<file path="src/rtl/input_conditioner.sv">
// N-channel button/switch front end: synchroniser, debounce, press/release
// pulses, and long-press / auto-repeat strobes on selected channels.
module input_conditioner #(
    parameter int                  CHANNELS      = 10,
    parameter int                  SYNC_STAGES   = 2,
    parameter int                  STABLE_CYCLES = 400_000,
    parameter int                  HOLD_CYCLES   = 20_000_000,
    parameter int                  REPEAT_CYCLES = 4_000_000,
    parameter logic [CHANNELS-1:0] REPEAT_MASK   = '0
) (
    input  logic                clk,
    input  logic                reset,
    input  logic [CHANNELS-1:0] in_raw,
    output logic [CHANNELS-1:0] out,
    output logic [CHANNELS-1:0] ondn,
    output logic [CHANNELS-1:0] onup,
    output logic [CHANNELS-1:0] long,
    output logic [CHANNELS-1:0] rpt
);

    localparam int DB_W   = $clog2(STABLE_CYCLES + 1);
    localparam int HOLD_W = $clog2(HOLD_CYCLES + 1);
    localparam int RPT_W  = $clog2(REPEAT_CYCLES + 1);

    localparam logic [DB_W-1:0]   DB_LAST   = DB_W'(STABLE_CYCLES);
    localparam logic [HOLD_W-1:0] HOLD_LAST = HOLD_W'(HOLD_CYCLES - 1);
    localparam logic [RPT_W-1:0]  RPT_LAST  = RPT_W'(REPEAT_CYCLES - 1);

    typedef enum logic [1:0] {
        IDLE,
        HOLD,
        REPEAT
    } hold_state_t;

    logic [CHANNELS-1:0] sync_q [SYNC_STAGES];
    logic [CHANNELS-1:0] s;

    always_ff @(posedge clk or negedge reset) begin
        if (!reset) begin
            for (int i = 0; i < SYNC_STAGES; i++) sync_q[i] <= '0;
        end else begin
            sync_q[0] <= in_raw;
            for (int i = 1; i < SYNC_STAGES; i++) sync_q[i] <= sync_q[i-1];
        end
    end

    assign s = sync_q[SYNC_STAGES-1];

    for (genvar ch = 0; ch < CHANNELS; ch++) begin : g_chan
        localparam bit MASKED = REPEAT_MASK[ch];

        logic              level_q, ondn_q, onup_q, long_q, rpt_q;
        logic [DB_W-1:0]   db_cnt;
        logic              flip, rise, fall;
        hold_state_t       state, state_nx;
        logic [HOLD_W-1:0] hold_cnt, hold_cnt_nx;
        logic [RPT_W-1:0]  rpt_cnt, rpt_cnt_nx;
        logic              long_nx, rpt_nx;

        // A new level is accepted only after the counter has seen it persist
        // for the full stable window; any match in between restarts the count.
        assign flip = (s[ch] != level_q) && (db_cnt == DB_LAST);
        assign rise = flip & ~level_q;
        assign fall = flip & level_q;

        always_ff @(posedge clk or negedge reset) begin
            if (!reset) begin
                level_q <= 1'b0;
                ondn_q  <= 1'b0;
                onup_q  <= 1'b0;
                db_cnt  <= '0;
            end else begin
                ondn_q <= rise;
                onup_q <= fall;
                if (s[ch] == level_q) begin
                    db_cnt <= '0;
                end else if (flip) begin
                    db_cnt  <= '0;
                    level_q <= ~level_q;
                end else begin
                    db_cnt <= db_cnt + DB_W'(1);
                end
            end
        end

        always_ff @(posedge clk or negedge reset) begin
            if (!reset) begin
                state    <= IDLE;
                hold_cnt <= '0;
                rpt_cnt  <= '0;
                long_q   <= 1'b0;
                rpt_q    <= 1'b0;
            end else begin
                state    <= state_nx;
                hold_cnt <= hold_cnt_nx;
                rpt_cnt  <= rpt_cnt_nx;
                long_q   <= long_nx;
                rpt_q    <= rpt_nx;
            end
        end

        // Strobes are decided on the same edge that registers ondn/onup so
        // they line up with the press/release pulses.
        always_comb begin
            state_nx    = state;
            hold_cnt_nx = hold_cnt;
            rpt_cnt_nx  = rpt_cnt;
            long_nx     = 1'b0;
            rpt_nx      = 1'b0;
            if (!MASKED) begin
                state_nx = IDLE;
            end else begin
                case (state)
                    IDLE: begin
                        if (rise) begin
                            state_nx    = HOLD;
                            hold_cnt_nx = '0;
                            rpt_nx      = 1'b1;
                        end
                    end
                    HOLD: begin
                        if (fall) begin
                            state_nx = IDLE;
                        end else if (hold_cnt == HOLD_LAST) begin
                            long_nx    = 1'b1;
                            rpt_nx     = 1'b1;
                            state_nx   = REPEAT;
                            rpt_cnt_nx = '0;
                        end else begin
                            hold_cnt_nx = hold_cnt + HOLD_W'(1);
                        end
                    end
                    REPEAT: begin
                        if (fall) begin
                            state_nx = IDLE;
                        end else if (rpt_cnt == RPT_LAST) begin
                            rpt_nx     = 1'b1;
                            rpt_cnt_nx = '0;
                        end else begin
                            rpt_cnt_nx = rpt_cnt + RPT_W'(1);
                        end
                    end
                    default: state_nx = IDLE;
                endcase
            end
        end

        assign out[ch]  = level_q;
        assign ondn[ch] = ondn_q;
        assign onup[ch] = onup_q;
        assign long[ch] = long_q;
        assign rpt[ch]  = rpt_q;
    end

endmodule

</file>
<file path="config.mk">
export PLATFORM = sky130hd
export DESIGN_NAME = input_conditioner
export DESIGN_NICKNAME = d
export VERILOG_FILES = /design/src/rtl/input_conditioner.sv
export SDC_FILE = /design/constraint.sdc
export NUM_CORES = 1
export LEC_CHECK = 0
export CORE_MARGIN = 3
export CORE_UTILIZATION = 55
export CTS_CLUSTER_DIAMETER = 100
export CTS_CLUSTER_SIZE = 16
export DETAILED_ROUTE_END_ITERATION = 8
export MAX_ROUTING_LAYER = met4
export PLACE_DENSITY_LB_ADDON = 0.12
export SLEW_MARGIN = 30
export SYNTH_ARGS = -nofsm -noshare
export SYNTH_HDL_FRONTEND = slang
export SYNTH_SLANG_ARGS = --single-unit
</file>
<file path="constraint.sdc">
create_clock -name clk -period 2.2 [get_ports clk]
set_clock_uncertainty 0.15 [all_clocks]
set_input_delay 0.44 -clock clk [delete_from_list [all_inputs] [get_ports clk]]
set_output_delay 0.44 -clock clk [all_outputs]
set_load 0.05 [all_outputs]
</file>
==> results of run 1 <==
flip-flops by register name, indices dropped and copies added (netlist names):
| signal | cells |
|---|---|
| s | 10 |
| g_chan.db_cnt | 190 |
| sync_q | 10 |
| g_chan.onup_q | 10 |
| g_chan.level_q | 10 |
| g_chan.ondn_q | 10 |
layer usage:
metal | up-vias | part of all wire [%] | GRT usage, %
met4 | 0 | 1.6 | 4.20
li1 | 4131 | - | -
met3 | 28 | 2.5 | 2.29
met1 | 3997 | 48 | 25.9
met2 | 90 | 48 | 30.7
met5 | - | 0 | -
area by class of cell:
type | instances | area share (%)
multi-input cells | 832 | 39.9
well taps | 275 | 2.63
repair buffers | 93 | 6.40
flip-flops and latches | 240 | 45.9
inverters | 52 | 1.49
clock buffers | 19 | 3.63
worst max-delay path, stage by stage, from the launching register on:
cell	delay, ns
dfrtp_1	0.37
or4_1	0.54
or4_4	0.55
o21ai_4	0.16
buf_12	0.16
nor2_1	0.05
logic make-up after synthesis:
logic type / Yosys count
other cells: 1
flops: 240
compound gates: 68
mux: 4
xor+xnor: 159
simple gates: 561
buf+inv: 131
fa+ha+maj: 20
worst paths after layout:
| path | endpoint | depth (start not counted) | from |
|---|---|---|---|
| setup / recovery | g_chan[1].db_cnt[5]$_DFF_PN0_ | 5 | g_chan[1].db_cnt[15]$_DFF_PN0_ |
| hold / removal | s[8]$_DFF_PN0_ | 0 | sync_q[18]$_DFF_PN0_ |
| setup reg to reg | g_chan[1].db_cnt[5]$_DFF_PN0_ | 5 | g_chan[1].db_cnt[15]$_DFF_PN0_ |
| hold reg to reg | s[8]$_DFF_PN0_ | 0 | sync_q[18]$_DFF_PN0_ |
| max in group asynchronous | s[0]$_DFF_PN0_ | 3 | reset |
| min in group asynchronous | g_chan[2].db_cnt[2]$_DFF_PN0_ | 2 | reset |
power groups by stage:
stage | Sequential (mW) | Combinational [mW] | Clock [mW]
5_1_grt | 4.55 | 0.512 | 3.24
3_3_place_gp | 4.62 | 0.453 | 0
3_5_place_dp | 4.62 | 0.457 | 0
2_1_floorplan | 4.60 | 0.291 | 0
6_report | 4.54 | 0.451 | 2.95
4_1_cts | 4.54 | 0.463 | 3.08
per-stage QoR:
stage                     setup WS [ns]  power, mW  cell area [sq um]  instances
after floorplan                  0.0193       4.89              11900       1203
final                            0.0816       7.94              13100       1511
after detailed placement         0.0143       5.08              12600       1490
after CTS                       0.00159       8.08              13100       1510
after global routing            -0.0133       8.30              13100       1511
after global placement           0.0700       5.07              12600       1490
timing repair:
item	4_1_cts	5_1_grt
setup buffers	0	1
pin swaps	0	1
endpoints found under the hold margin	40	0
gates resized for setup	23	1
setup endpoints to repair	23	17
hold buffers	1	0
cells in the final DEF (no fill, tap or decap), drive strengths merged, types with 7 or more instances in the layout:
cell type / instances
dfrtp: 240
nor2: 186
xnor2: 107
nand3: 69
nand4: 62
buf: 59
inv: 52
xor2: 52
nor4: 48
nand2: 39
nor3: 30
a21oi: 28
or3: 26
dlygate4sd2: 23
ha: 20
conb: 20
o21ai: 20
clkbuf: 19
or4: 19
and3: 17
nor4b: 14
and2: 10
clkdlybuf4s50: 10
o31ai: 8
or2: 8
and4: 7
==> reports/qor.yml, run 1 <==
synth_top_flop_cell: "dfrtp_1"
synth.cell_area_sq_mm: 0.0119
post-route-period-util_pct: 96.3
antenna_found_initial: 0
cts_root_buffer: "clkbuf_16"
diodes: 0
drc: 0
worstPathArrival_ns: 2.34
worstSetupPathType: "register to register"
ios: 62
yosys.area_share.simple_pct: 25.5
final_antenna_net_count: 0
synthXorXnorAreaFrac_pct: 11.7
crit_path_max_fanout: 16
peakVddDrop_uv: 485
place.gp.congestion: 0.810
grt_first_pass_wirelength_microns: 37700
rows: 53
grt_max_degree: 61
ys_async_sr_fraction_pct: 100
grt_setup_unrepaired: "true"
finalSetupViolCount: 0
clock_path_buffers: 3
synth_area_leaders: "dfrtp_1 (51%), xnor2_1 (7.9%), nor2_1 (5.9%)"
switching_share_pct: 22.7
power_density_mw_per_mm2: 607
area_growth_syn_to_layout_pct: 10.3
core-area_sq_mm: 0.0211
die_y_microns: 153
die_w_microns: 153
multi_input_area_sq_mm: 0.00523
viasPerCell: 5.46
seq_power_share_pct: 57.1
cts_tree: "done"
netlist_top_cells_count: "dfrtp_1 (240), nor2_1 (186), xnor2_1 (107)"
cp-start-kind: "register"
netlist-cell-type-count: 55
power.leakage_nw: 5.48
crit_path_end_kind: "register"
max_freq_mhz: 472
synth_top_area_share_pct: 50.6
yosys.area.top_type: "dfrtp_1"
overflow: 0
syn_avg_cell_area_sq_um: 10.0
outcome: "finished, final reports clean"
first_global_vias: 8092
synth_compound_area_share_pct: 3.69
dp_hpwl_microns: 14600
vias: 8246
internal-power_mw: 6.14
avgRoutedWirePerCell_microns: 14.2
combPwrFrac_pct: 5.7
p_clk_share_pct: 37.2
clkLatencyLatePin_ns: 0.49
drive_gt1_share_pct: 8.50
fin_util_pct: 62.0
hold_viol: 0
portBuffers: 41
grtUsageTotal_pct: 18.9
yosysMostFrequentCell: "dfrtp_1"
synth_edf_count: 0
ys_warn_count: 0
regArea_sq_mm: 0.00601
r2r_slack_ns: 0.08
cap_violations: 0
synthAdderAreaFrac_pct: 2.11
htreeDepth: 1
post_synth_inst_count: 1184
muxShareOfSynthArea_pct: 0.369
setup_tns_ns: 0
maxSlewHeadroom_pct: 66.4
finalCriticalPeriod_ns: 2.12
worst_pin_slew_ns: 0.506
dieArea_sq_mm: 0.0234
numClockSinks: 240
ys_ff_latch: 240
dr.pass1.iters: 4
drt_iter0_markers: 313
drt_wl_total_microns: 21500
clkTransAtPathRegs_ns: 0.07
fillers: 1794
hold-worst-slack_ns: 0.199
cts_made_buffers: 18
worstPathRequired_ns: 2.42
initial_core_util_pct: 56.2
drv_slew: 0
synth_top_family_by_area: "simple AND/OR/NAND/NOR gates"
ys_seq_area_share_pct: 50.6
hold_path.class: "register to register"
nets: 1269
switchingPower_mw: 1.80
Note: power is estimated with default switching activity, not from simulation.
==> run 2: changes to the inputs <==
--- a/config.mk
+++ b/config.mk
@@ -5,7 +5,7 @@
 export SDC_FILE = /design/constraint.sdc
 export NUM_CORES = 1
 export LEC_CHECK = 0
-export CORE_MARGIN = 3
+export CAP_MARGIN = 15
 export CORE_UTILIZATION = 55
 export CTS_CLUSTER_DIAMETER = 100
 export CTS_CLUSTER_SIZE = 16
==> run 2 against run 1 <==
Compared with the run above:
- global-route usage rose by 1.9 points
- clock power hardly changed
- total power about the same
- via count grew 0.46%
- setup slack lost 0.011 ns
- sequential power about the same
- first-iteration DRC count rose by 19%
- critical path type unchanged
==> reports/qor.yml, run 2 (synthesis gave the netlist of run 1 again) <==
viasPerCell: 5.48
clkLatencyLatePin_ns: 0.49
max_freq_mhz: 470
reg2reg_depth: 6
post-place-cells: 1491
overflow: 0
crit_path_max_fanout: 3
path_depth: 6
dr.pass1.iters: 4
die_w_microns: 149
hold_depth: 0
fillers: 1808
clock_path_buffers: 3
outcome: "finished, final reports clean"
cts_made_buffers: 18
post_cts_buffers: 0
post-route-cell-area_sq_mm: 0.0131
grt_first_pass_wirelength_microns: 37600
worstPathArrival_ns: 2.34
drt_wl_total_microns: 21100
cts_tree: "done"
cp-start-kind: "register"
drt_iter0_markers: 374
final_antenna_net_count: 0
power_density_mw_per_mm2: 607
post-place-ws_ns: 0.0353
first_global_vias: 8229
cpLargestDelayFamily: "simple AND/OR/NAND/NOR gates"
antenna_found_initial: 0
grtUsageTotal_pct: 20.8
setup_slack_ns: 0.0707
hold_viol: 0
finalSetupViolCount: 0
post-route-period-util_pct: 96.8
largest_reg_flops: 190
nets: 1269
hold_path.class: "register to register"
place.gp.congestion: 0.831
numClockSinks: 240
regMostFlops: "g_chan.db_cnt"
fin_util_pct: 62.1
portBuffers: 41
cts_root_buffer: "clkbuf_16"
avgRoutedWirePerCell_microns: 14.0
drc: 0
initial_core_util_pct: 56.2
peakVddDrop_uv: 707
worstPathRequired_ns: 2.41
htreeDepth: 1
final_cell_mix: "dfrtp_1 (240), nor2_1 (186), xnor2_1 (107), nand3_1 (68), nand4_1 (60)"
grt_setup_unrepaired: "false"
drive_gt1_share_pct: 8.33
ios: 62
critPathSlowestCell: "or4b_1"
area_growth_syn_to_layout_pct: 10.4
drv_slew: 0
dp_hpwl_microns: 14400
worstSetupPathType: "register to register"
fin_cells: 1511
place_area_sq_mm: 0.0126
die_y_microns: 149
worstPathCellList: "inv_1, ha_1, or4b_1, buf_4, nor4_4, mux2_2"
mostFrequentLayoutCell: "dfrtp_1"
core-area_sq_mm: 0.0211
power.leakage_nw: 5.48
cap_violations: 0
grt_max_degree: 62
diodes: 0
dieArea_sq_mm: 0.0222
clkTransAtPathRegs_ns: 0.07
setup_tns_ns: 0
rows: 53
crit_path_end_kind: "register"
finalCriticalPeriod_ns: 2.13
cp_slowest_stage_delay_ns: 0.46
path_buf_inv: 2
vias: 8284
-- run 2: cell types whose count changed in the layout (fill, tap and decap cells not counted) --
cell / before / now
buf_12: 6 / 7
buf_4: 52 / 50
dlygate4sd2_1: 23 / 24
or4b_1: 2 / 3
or4b_4: 1 / 0
-- run 2: timing repair --
action	CTS	global route
endpoints found under the setup margin	25	0
hold buffers	1	0
gates resized for setup	24	0
endpoints found under the hold margin	47	0
-- run 2: worst register-to-register path, cell delays in order (launching register included) --
cell and delay (ns):
dfrtp_1 0.38, inv_1 0.06, ha_1 0.12, or4b_1 0.46, buf_4 0.17, nor4_4 0.30
mux2_2 0.37
-- run 2: layer usage --
layer	track usage, %	up-vias	share of wire (%)
li1	-	4138	-
met1	27.8	4026	48
met2	34.3	95	47
met3	2.17	25	2.7
met4	5.05	0	1.7
met5	-	-	0
-- run 2: worst paths after layout --
check	from	endpoint	slack, ns
worst max-delay path	g_chan[1].db_cnt[0]$_DFF_PN0_	g_chan[1].level_q$_DFFE_PN0P_	0.07
worst min-delay path	sync_q[18]$_DFF_PN0_	s[8]$_DFF_PN0_	0.20
worst max register to register	g_chan[1].db_cnt[0]$_DFF_PN0_	g_chan[1].level_q$_DFFE_PN0P_	0.07
worst min register to register	sync_q[18]$_DFF_PN0_	s[8]$_DFF_PN0_	0.20
max in group asynchronous	reset	g_chan[9].db_cnt[3]$_DFF_PN0_	0.90
min in group asynchronous	reset	g_chan[1].db_cnt[17]$_DFF_PN0_	0.31
-- run 2: area by class of cell --
class                           instances  area, sq um  share of cell area, %
Clock buffer                           19          475                   3.63
Inverter                               52          195                   1.49
Multi-Input combinational cell        832         5220                   39.9
Sequential cell                       240         6010                   45.9
Tap cell                              275          344                   2.63
Timing Repair Buffer                   93          851                   6.50
-- run 2: power breakdown --
group          leakage [nW]  total, mW  switching, mW  internal (mW)
combinational          1.97      0.451          0.304          0.146
sequential             3.28       4.53         0.0626           4.47
clock                 0.234       2.96           1.44           1.53
-- run 2: per-stage QoR --
| stage | total power, mW | hold slack [ns] |
|---|---|---|
| 2_1_floorplan | 4.89 | -0.00559 |
| 4_1_cts | 8.08 | 0.203 |
| 3_3_place_gp | 5.07 | 0.183 |
| 6_report | 7.95 | 0.197 |
| 5_1_grt | 8.30 | 0.201 |
| 3_5_place_dp | 5.08 | 0.187 |
==> run 3: changes to the inputs <==
--- a/config.mk
+++ b/config.mk
@@ -10,6 +10,7 @@
 export CTS_CLUSTER_DIAMETER = 100
 export CTS_CLUSTER_SIZE = 16
 export DETAILED_ROUTE_END_ITERATION = 8
+export GPL_TIMING_DRIVEN = 0
 export MAX_ROUTING_LAYER = met4
 export PLACE_DENSITY_LB_ADDON = 0.12
 export SLEW_MARGIN = 30
==> run 3 against run 2 <==
Compared with the run above:
- the run now ends with negative setup slack left
- clock-buffer cell count unchanged
- wire length up 0.90%
- combinational power is 13% higher
- setup slack got worse by 0.072 ns
- fmax decreased by 3.3%
- non-clock buffer count is 48 higher
- utilization rose by 2.0 points
- sequential power hardly changed
- via count up 2.1%
- critical path depth fell by 1
- clock power barely moved
- die area is the same
- critical endpoint is now g_chan[1].db_cnt[6]$_DFF_PN0_
==> reports/qor.yml, run 3 (synthesis gave the netlist of run 1 again) <==
numClockSinks: 240
finalCriticalPeriod_ns: 2.20
viasPerCell: 5.42
regMostFlops: "g_chan.db_cnt"
dp_hpwl_microns: 14200
die_w_microns: 149
setup_slack_ns: -0.00122
clkLatencyLatePin_ns: 0.49
max_freq_mhz: 454
cp_slowest_stage_delay_ns: 0.55
vias: 8457
initial_core_util_pct: 56.2
drive_gt1_share_pct: 11.9
place_area_sq_mm: 0.0128
htreeDepth: 1
first_global_vias: 8097
clock_path_buffers: 3
cts_tree: "done"
worstPathArrival_ns: 2.42
outcome: "complete, but fails checks"
largest_reg_flops: 190
worstSetupPathType: "register to register"
drc: 0
clkTransAtPathRegs_ns: 0.07
final_cell_mix: "dfrtp_1 (240), nor2_1 (186), xnor2_1 (107), buf_4 (68), nand3_1 (67)"
overflow: 0
post-place-ws_ns: -0.386
place.gp.congestion: 0.856
diodes: 0
cap_violations: 0
drt_iter0_markers: 372
hold_path.class: "register to register"
cts_made_buffers: 18
crit_path_frequent_cell: "or4_4"
cpLargestDelayFamily: "simple AND/OR/NAND/NOR gates"
post-route-period-util_pct: 100
peakVddDrop_uv: 394
hold_viol: 0
grtUsageTotal_pct: 20.7
maxSlewHeadroom_pct: 65.1
cts_root_buffer: "clkbuf_16"
post-place-cells: 1522
fin_cells: 1559
portBuffers: 41
drv_slew: 0
worst_pin_slew_ns: 0.525
crit_path_end_kind: "register"
worstPathRequired_ns: 2.42
finalSetupViolCount: 1
grt_first_pass_wirelength_microns: 37200
post-route-cell-area_sq_mm: 0.0135
dr.pass1.iters: 5
rows: 53
path_buf_inv: 1
final_antenna_net_count: 0
power.leakage_nw: 5.72
avgRoutedWirePerCell_microns: 13.7
drt_wl_total_microns: 21300
core-area_sq_mm: 0.0211
worstPathCellList: "or4_4, or4_4, o21ai_4, buf_6, nor2_1"
r2r-start: "g_chan[1].db_cnt[16]$_DFF_PN0_"
nets: 1317
fin_util_pct: 64.1
dieArea_sq_mm: 0.0222
antenna_found_initial: 0
critPathLaunch: "g_chan[1].db_cnt[16]$_DFF_PN0_"
hold-worst-slack_ns: 0.198
die_y_microns: 149
grt_max_degree: 78
power_density_mw_per_mm2: 591
cp-start-kind: "register"
mostFrequentLayoutCell: "dfrtp_1"
violations: "negative setup slack"
hold_start: "sync_q[18]$_DFF_PN0_"
ios: 62
area_growth_syn_to_layout_pct: 14.0
grt_setup_unrepaired: "true"
critPathSlowestCell: "or4_4"
crit_path_max_fanout: 4
-- run 3: layout make-up --
class / count / area [sq um]
Clock buffer: 19 / 475
Fill cell: 1736 / 7570
Inverter: 52 / 195
Buffer: 76 / 504
Timing Repair Buffer: 65 / 626
Multi-Input combinational cell: 832 / 5370
Sequential cell: 240 / 6010
Tap cell: 275 / 344
-- run 3: final timing paths --
check,endpoint,slack (ns),cells past startpoint
worst min-delay path,s[8]$_DFF_PN0_,0.20,0
worst max register to register,g_chan[1].db_cnt[6]$_DFF_PN0_,-0.001,5
max in group asynchronous,g_chan[5].db_cnt[1]$_DFF_PN0_,0.95,3
worst min register to register,s[8]$_DFF_PN0_,0.20,0
min in group asynchronous,g_chan[2].db_cnt[6]$_DFF_PN0_,0.27,2
worst max-delay path,g_chan[1].db_cnt[6]$_DFF_PN0_,-0.001,5
-- run 3: power breakdown --
| group | total [mW] | internal, mW | switching, mW |
|---|---|---|---|
| Combinational | 0.509 | 0.186 | 0.324 |
| Sequential | 4.53 | 4.47 | 0.0581 |
| Clock | 2.94 | 1.52 | 1.42 |
-- run 3: metal layers --
metal	track usage (%)	routed length, microns	share of wire [%]	vias up
met3	2.78	639	3.0	35
met2	34.1	10300	48	115
met4	4.80	391	1.8	0
li1	-	-	-	4218
met1	27.4	9980	47	4089
met5	-	0	0	-
-- run 3: stage by stage --
stage                     total power, mW  setup TNS [ns]
after floorplan                      4.89               0
after global placement               5.06        -2333.90
after detailed placement             5.09          -19.93
after CTS                            8.12         -0.0114
after global routing                 8.37          -0.962
final                                7.98        -0.00122
-- run 3: timing repair --
item	4_1_cts	5_1_grt
endpoints found under the hold margin	33	0
pin swaps	6	8
gates resized for setup	47	34
gates cloned	1	0
setup buffers	9	10
setup endpoints to repair	147	104
hold buffers	1	0
